===== config.mk =====
export PLATFORM = sky130hd
export DESIGN_NAME = agc_abs_envelope
export DESIGN_NICKNAME = d
export VERILOG_FILES = /design/src/rtl/agc_abs_envelope.sv
export SDC_FILE = /design/constraint.sdc
export NUM_CORES = 1
export LEC_CHECK = 0
export ABC_CLOCK_PERIOD_IN_PS = 7100
export CORE_MARGIN = 2
export CORE_UTILIZATION = 35
export DETAILED_ROUTE_END_ITERATION = 12
export HOLD_SLACK_MARGIN = 0.03
export PLACE_DENSITY = 0.65
export SLEW_MARGIN = 20
export SYNTH_ARGS = -nofsm -noshare
export SYNTH_HDL_FRONTEND = slang
export SYNTH_SLANG_ARGS = --single-unit

===== constraint.sdc =====
create_clock -name ip_clock -period 7.1 [get_ports ip_clock]
set_clock_uncertainty 0.1 [all_clocks]
set_input_delay 0.71 -clock ip_clock [delete_from_list [all_inputs] [get_ports ip_clock]]
set_output_delay 0.71 -clock ip_clock [all_outputs]
set_load 0.005 [all_outputs]

===== src/rtl/agc_abs_envelope.sv =====
// agc_abs_envelope: per-channel saturating |x| followed by a windowed peak/mean envelope.
// All state updates on the falling edge of ip_clock.
module agc_abs_envelope #(
    parameter int DATA_W   = 12,
    parameter int NUM_CH   = 2,
    parameter int WIN_LOG2 = 4
) (
    input  logic                     ip_clock,
    input  logic                     ip_reset,
    input  logic                     ip_valid,
    input  logic [NUM_CH*DATA_W-1:0] ip_data,
    input  logic                     ip_mode,
    input  logic                     ip_clear,
    output logic [NUM_CH*DATA_W-1:0] op_abs,
    output logic                     op_abs_valid,
    output logic [NUM_CH*DATA_W-1:0] op_env,
    output logic                     op_env_valid,
    output logic [NUM_CH-1:0]        op_sat
);
    localparam int ACC_W = DATA_W + WIN_LOG2;
    localparam logic [DATA_W-1:0] MIN_V = {1'b1, {(DATA_W-1){1'b0}}};
    localparam logic [DATA_W-1:0] MAX_V = {1'b0, {(DATA_W-1){1'b1}}};

    logic [NUM_CH*DATA_W-1:0] abs_d, abs_q, env_d, env_q;
    logic [NUM_CH*ACC_W-1:0]  acc_d, acc_q, nxt;
    logic [NUM_CH-1:0]        satp_d, satp_q, sat_d, sat_q;
    logic [WIN_LOG2-1:0]      cnt_d, cnt_q;
    logic                     abs_valid_q, mode_d, mode_q, env_valid_d, env_valid_q;
    logic                     take, start, last;

    always_comb begin
        take        = abs_valid_q & ~ip_clear;
        start       = cnt_q == '0;
        last        = &cnt_q;
        cnt_d       = ip_clear ? '0 : take ? cnt_q + WIN_LOG2'(1) : cnt_q;
        mode_d      = take & start ? ip_mode : mode_q;
        env_valid_d = take & last;
        // A saturating sample reaches the sticky flag via the abs register, so a clear only wins over flags already held
        sat_d       = ip_clear ? '0 : sat_q | satp_q;
        abs_d       = abs_q;
        satp_d      = '0;
        nxt         = '0;
        acc_d       = acc_q;
        env_d       = env_q;
        for (int k = 0; k < NUM_CH; k++) begin
            abs_d[k*DATA_W +: DATA_W] = !ip_valid ? abs_q[k*DATA_W +: DATA_W] :
                                        !ip_data[k*DATA_W+DATA_W-1] ? ip_data[k*DATA_W +: DATA_W] :
                                        ip_data[k*DATA_W +: DATA_W] == MIN_V ? MAX_V :
                                        -ip_data[k*DATA_W +: DATA_W];
            satp_d[k] = ip_valid & (ip_data[k*DATA_W +: DATA_W] == MIN_V);
            nxt[k*ACC_W +: ACC_W] = start ? ACC_W'(abs_q[k*DATA_W +: DATA_W]) :
                                    mode_q ? acc_q[k*ACC_W +: ACC_W] + ACC_W'(abs_q[k*DATA_W +: DATA_W]) :
                                    ACC_W'(abs_q[k*DATA_W +: DATA_W] > acc_q[k*ACC_W +: DATA_W] ?
                                           abs_q[k*DATA_W +: DATA_W] : acc_q[k*ACC_W +: DATA_W]);
            acc_d[k*ACC_W +: ACC_W] = take ? nxt[k*ACC_W +: ACC_W] : ip_clear ? '0 : acc_q[k*ACC_W +: ACC_W];
            env_d[k*DATA_W +: DATA_W] = !(take & last) ? env_q[k*DATA_W +: DATA_W] :
                                        mode_q ? DATA_W'(nxt[k*ACC_W +: ACC_W] >> WIN_LOG2) :
                                        nxt[k*ACC_W +: DATA_W];
        end
    end

    always_ff @(negedge ip_clock or negedge ip_reset) begin
        if (!ip_reset) begin
            abs_q       <= '0;
            abs_valid_q <= 1'b0;
            satp_q      <= '0;
            sat_q       <= '0;
            cnt_q       <= '0;
            mode_q      <= 1'b0;
            acc_q       <= '0;
            env_q       <= '0;
            env_valid_q <= 1'b0;
        end else begin
            abs_q       <= abs_d;
            abs_valid_q <= ip_valid;
            satp_q      <= satp_d;
            sat_q       <= sat_d;
            cnt_q       <= cnt_d;
            mode_q      <= mode_d;
            acc_q       <= acc_d;
            env_q       <= env_d;
            env_valid_q <= env_valid_d;
        end
    end

    assign op_abs       = abs_q;
    assign op_abs_valid = abs_valid_q;
    assign op_env       = env_q;
    assign op_env_valid = env_valid_q;
    assign op_sat       = sat_q;
endmodule


==> impl_metrics.py <==
metrics = {
    "grt": {
        "grt_use_total": 0.2027,
        "grt_pass1_vias": 5848,
        "grt_max_degree": 60,
        "grt_overflow": 0,
        "antenna_found_initial": 0,
        "grt_pass1_wl_um": 32300,
    },
    "die": {
        "core-area_mm2": 0.01933,
        "start_util": 0.3533,
        "io_pins": 81,
        "row_count": 51,
        "die_h_um": 143.7,
        "die_x_um": 143.7,
        "die_area_mm2": 0.02065,
    },
    "synthesis": {
        "synth_flop_cell": "dfrtn_1",
        "ys_warn_count": 0,
        "netlist_area_mm2": 0.006832,
        "synth_cell_types": 77,
        "synth-seq-area-share": 0.3333,
        "synth_edf_count": 0,
        "synth-seq-cells": 91,
        "syn_inst": 819,
        "async_flop_share": 1.000,
        "syn_avg_cell_area_um2": 8.341,
        "synth_nets": 902,
    },
    "power_and_ir_drop": {
        "powerDensity_mw_per_mm2": 227.5,
        "leakage_uw": 0.003469,
        "ir_drop_mv": 0.1294,
    },
    "clock_tree": {
        "numCtsBuffers": 9,
        "post_cts_buffers": 0,
        "cts_hold_buf": 0,
        "clk_latency_ps": 350,
        "cts_sinks": 91,
        "clockBufferDepth": 2,
        "clk_pin_slew_ps": 50,
        "cts_resized": 0,
        "cts_tree": "yes",
        "htreeDepth": 3,
        "cts-root-buf": "clkbuf_16",
    },
    "finish": {
        "nets": 963,
        "layout_commonest_cell": "nor2_1",
        "syn_to_final_growth_pct": 20.57,
        "antenna_cells": 0,
        "fin_util": 0.4260,
        "multi_input_area_mm2": 0.004139,
        "fin_area_mm2": 0.008237,
        "drive_gt1_frac": 0.05763,
        "mostFrequentLayoutCells": "nor2_1 (98), dfrtn_1 (91), clkdlybuf4s50_1 (79)",
        "seqCellArea_mm2": 0.002277,
        "fillers": 1936,
    },
    "critical_path": {
        "crit_buf_inv": 1,
        "cp-end-kind": "register",
        "arrival_ps": 2600,
        "cp_top_family": "simple AND/OR/NAND/NOR gates",
        "crit_slowest_cell": "or4_1",
        "cp.required_ps": 3620,
        "crit_type": "in -> reg",
        "crit_chain": "clkdlybuf4s50_1 > or3_1 > or4_1 > o41ai_1 > xnor2_1 > nor2_1 > a21oi_1",
        "critPathMaxStageDelay_ps": 450,
        "startpoint_type": "input port",
        "worstPathMaxFanout": 3,
    },
    "place": {
        "place_congestion": 0.9346,
        "port_buffers": 80,
        "dpl-instance-area_mm2": 0.007889,
        "dpl.hpwl_um": 15320,
    },
    "outcome": {
        "status": "finished clean",
    },
    "routing": {
        "wl_um": 20550,
        "via_count": 6344,
        "route.detailed.wl_per_inst_um": 17.87,
        "ant_nets": 0,
        "via_per_inst": 5.517,
        "drt_iter0_markers": 498,
        "firstDrtPassIters": 5,
        "route.detailed.drc": 0,
    },
    "run": {
        "cap_violations": 0,
    },
    "timing": {
        "final_max_slew_viol_count": 0,
        "finalSetupViolCount": 0,
        "finalHoldViolations": 0,
        "rsz0062_at_grt": "false",
        "tightestPinTransition_ps": 955.0,
        "relSlewSlack": 0.3610,
        "hold_slack_ps": 326.1,
        "fin_setup_tns_ps": 0,
    },
    "hold_path": {
        "hold_class": "reg -> reg",
    },
}
[synthesized netlist by cell type, drive strengths merged (5+ instances only)]
cell,n,area share
nand4,8,0.0073
nand2,57,0.031
a22oi,9,0.0099
a211oi,10,0.014
clkbuf,29,0.016
xnor2,32,0.041
nor4,6,0.0064
xor2,13,0.017
or4,5,0.0060
ha,52,0.095
a21oi,69,0.051
nor2b,12,0.011
nand2b,16,0.015
inv,58,0.032
dfrtn,91,0.33
a22o,6,0.0077
o211ai,11,0.012
or2,5,0.0046
and2,7,0.0064
a221oi,7,0.0099
o22ai,5,0.0046
mux2i,13,0.019
buf,16,0.013
o21bai,5,0.0055
and3,5,0.0046
nor3,9,0.0066
o221ai,7,0.0090
a31oi,11,0.010
nand3,10,0.0073
o21ai,65,0.048
o31ai,10,0.012
nor2,98,0.054
[stage by stage]
step | cells | setup slack [ps] | power (uW)
2_1_floorplan | 819 | 1212 | 1090
3_3_place_gp | 1134 | 669.9 | 1308
3_5_place_dp | 1134 | 644.1 | 1314
4_1_cts | 1150 | 1011 | 1875
5_1_grt | 1150 | 822.4 | 1975
6_report | 1150 | 1022 | 1874
[tightest hold or removal path, stage by stage (launching register included)]
cell and delay, ps:
dfrtn_1 380, nor2_1 40, nor2_1 80
[routing by layer]
layer,vias up,part of all wire,GRT usage
met5,-,0,0
met4,0,0.024,0.07121
met3,39,0.067,0.02666
met2,248,0.45,0.3125
met1,3010,0.46,0.2917
li1,3047,-,-
[cell type report]
cell class / count / share of cell area
clock inverter: 3 / 0.008203
multi-input combinational: 625 / 0.5025
clock buffer: 13 / 0.03403
sequential: 91 / 0.2765
tap: 265 / 0.04026
timing repair buffer: 95 / 0.1121
inverter: 58 / 0.02643
[where the power goes]
part | leakage (uW) | internal (uW) | total, uW | switching [uW]
Clock | 0.000168 | 347 | 557 | 209
Combinational | 0.00212 | 273 | 685 | 412
Sequential | 0.00118 | 564 | 632 | 68.3
[worst paths after layout]
check / from / end / slack [ps] / cells past startpoint
hold / removal: satp_q[0] / op_sat[0] / 330 / 2
min in group asynchronous: ip_reset / op_env[22] / 3790 / 1
max in group asynchronous: ip_reset / cnt_q[1] / 2410 / 2
setup reg to reg: op_abs[7] / acc_q[5] / 4030 / 8
hold reg to reg: satp_q[0] / op_sat[0] / 330 / 2
setup / recovery: ip_data[0] / op_abs[9] / 1020 / 7
[state kept, by name, indices dropped and copies added, names as in the netlist, 2 cells and up]
signal	cells
acc_q	32
cnt_q	4
op_abs	24
op_env	24
op_sat	2
satp_q	2
[cells by family after synthesis]
| kind of cell | synth area share |
|---|---|
| xor gates and xnor gates | 0.05769 |
| adders and majority gates | 0.1011 |
| DFF | 0.3333 |
| buffers and inverters | 0.06080 |
| muxes | 0.02070 |
| and+or+nand+nor | 0.1731 |
| AOI/OAI and AO/OA | 0.2533 |
No activity file was read; power rests on OpenSTA's default activity.
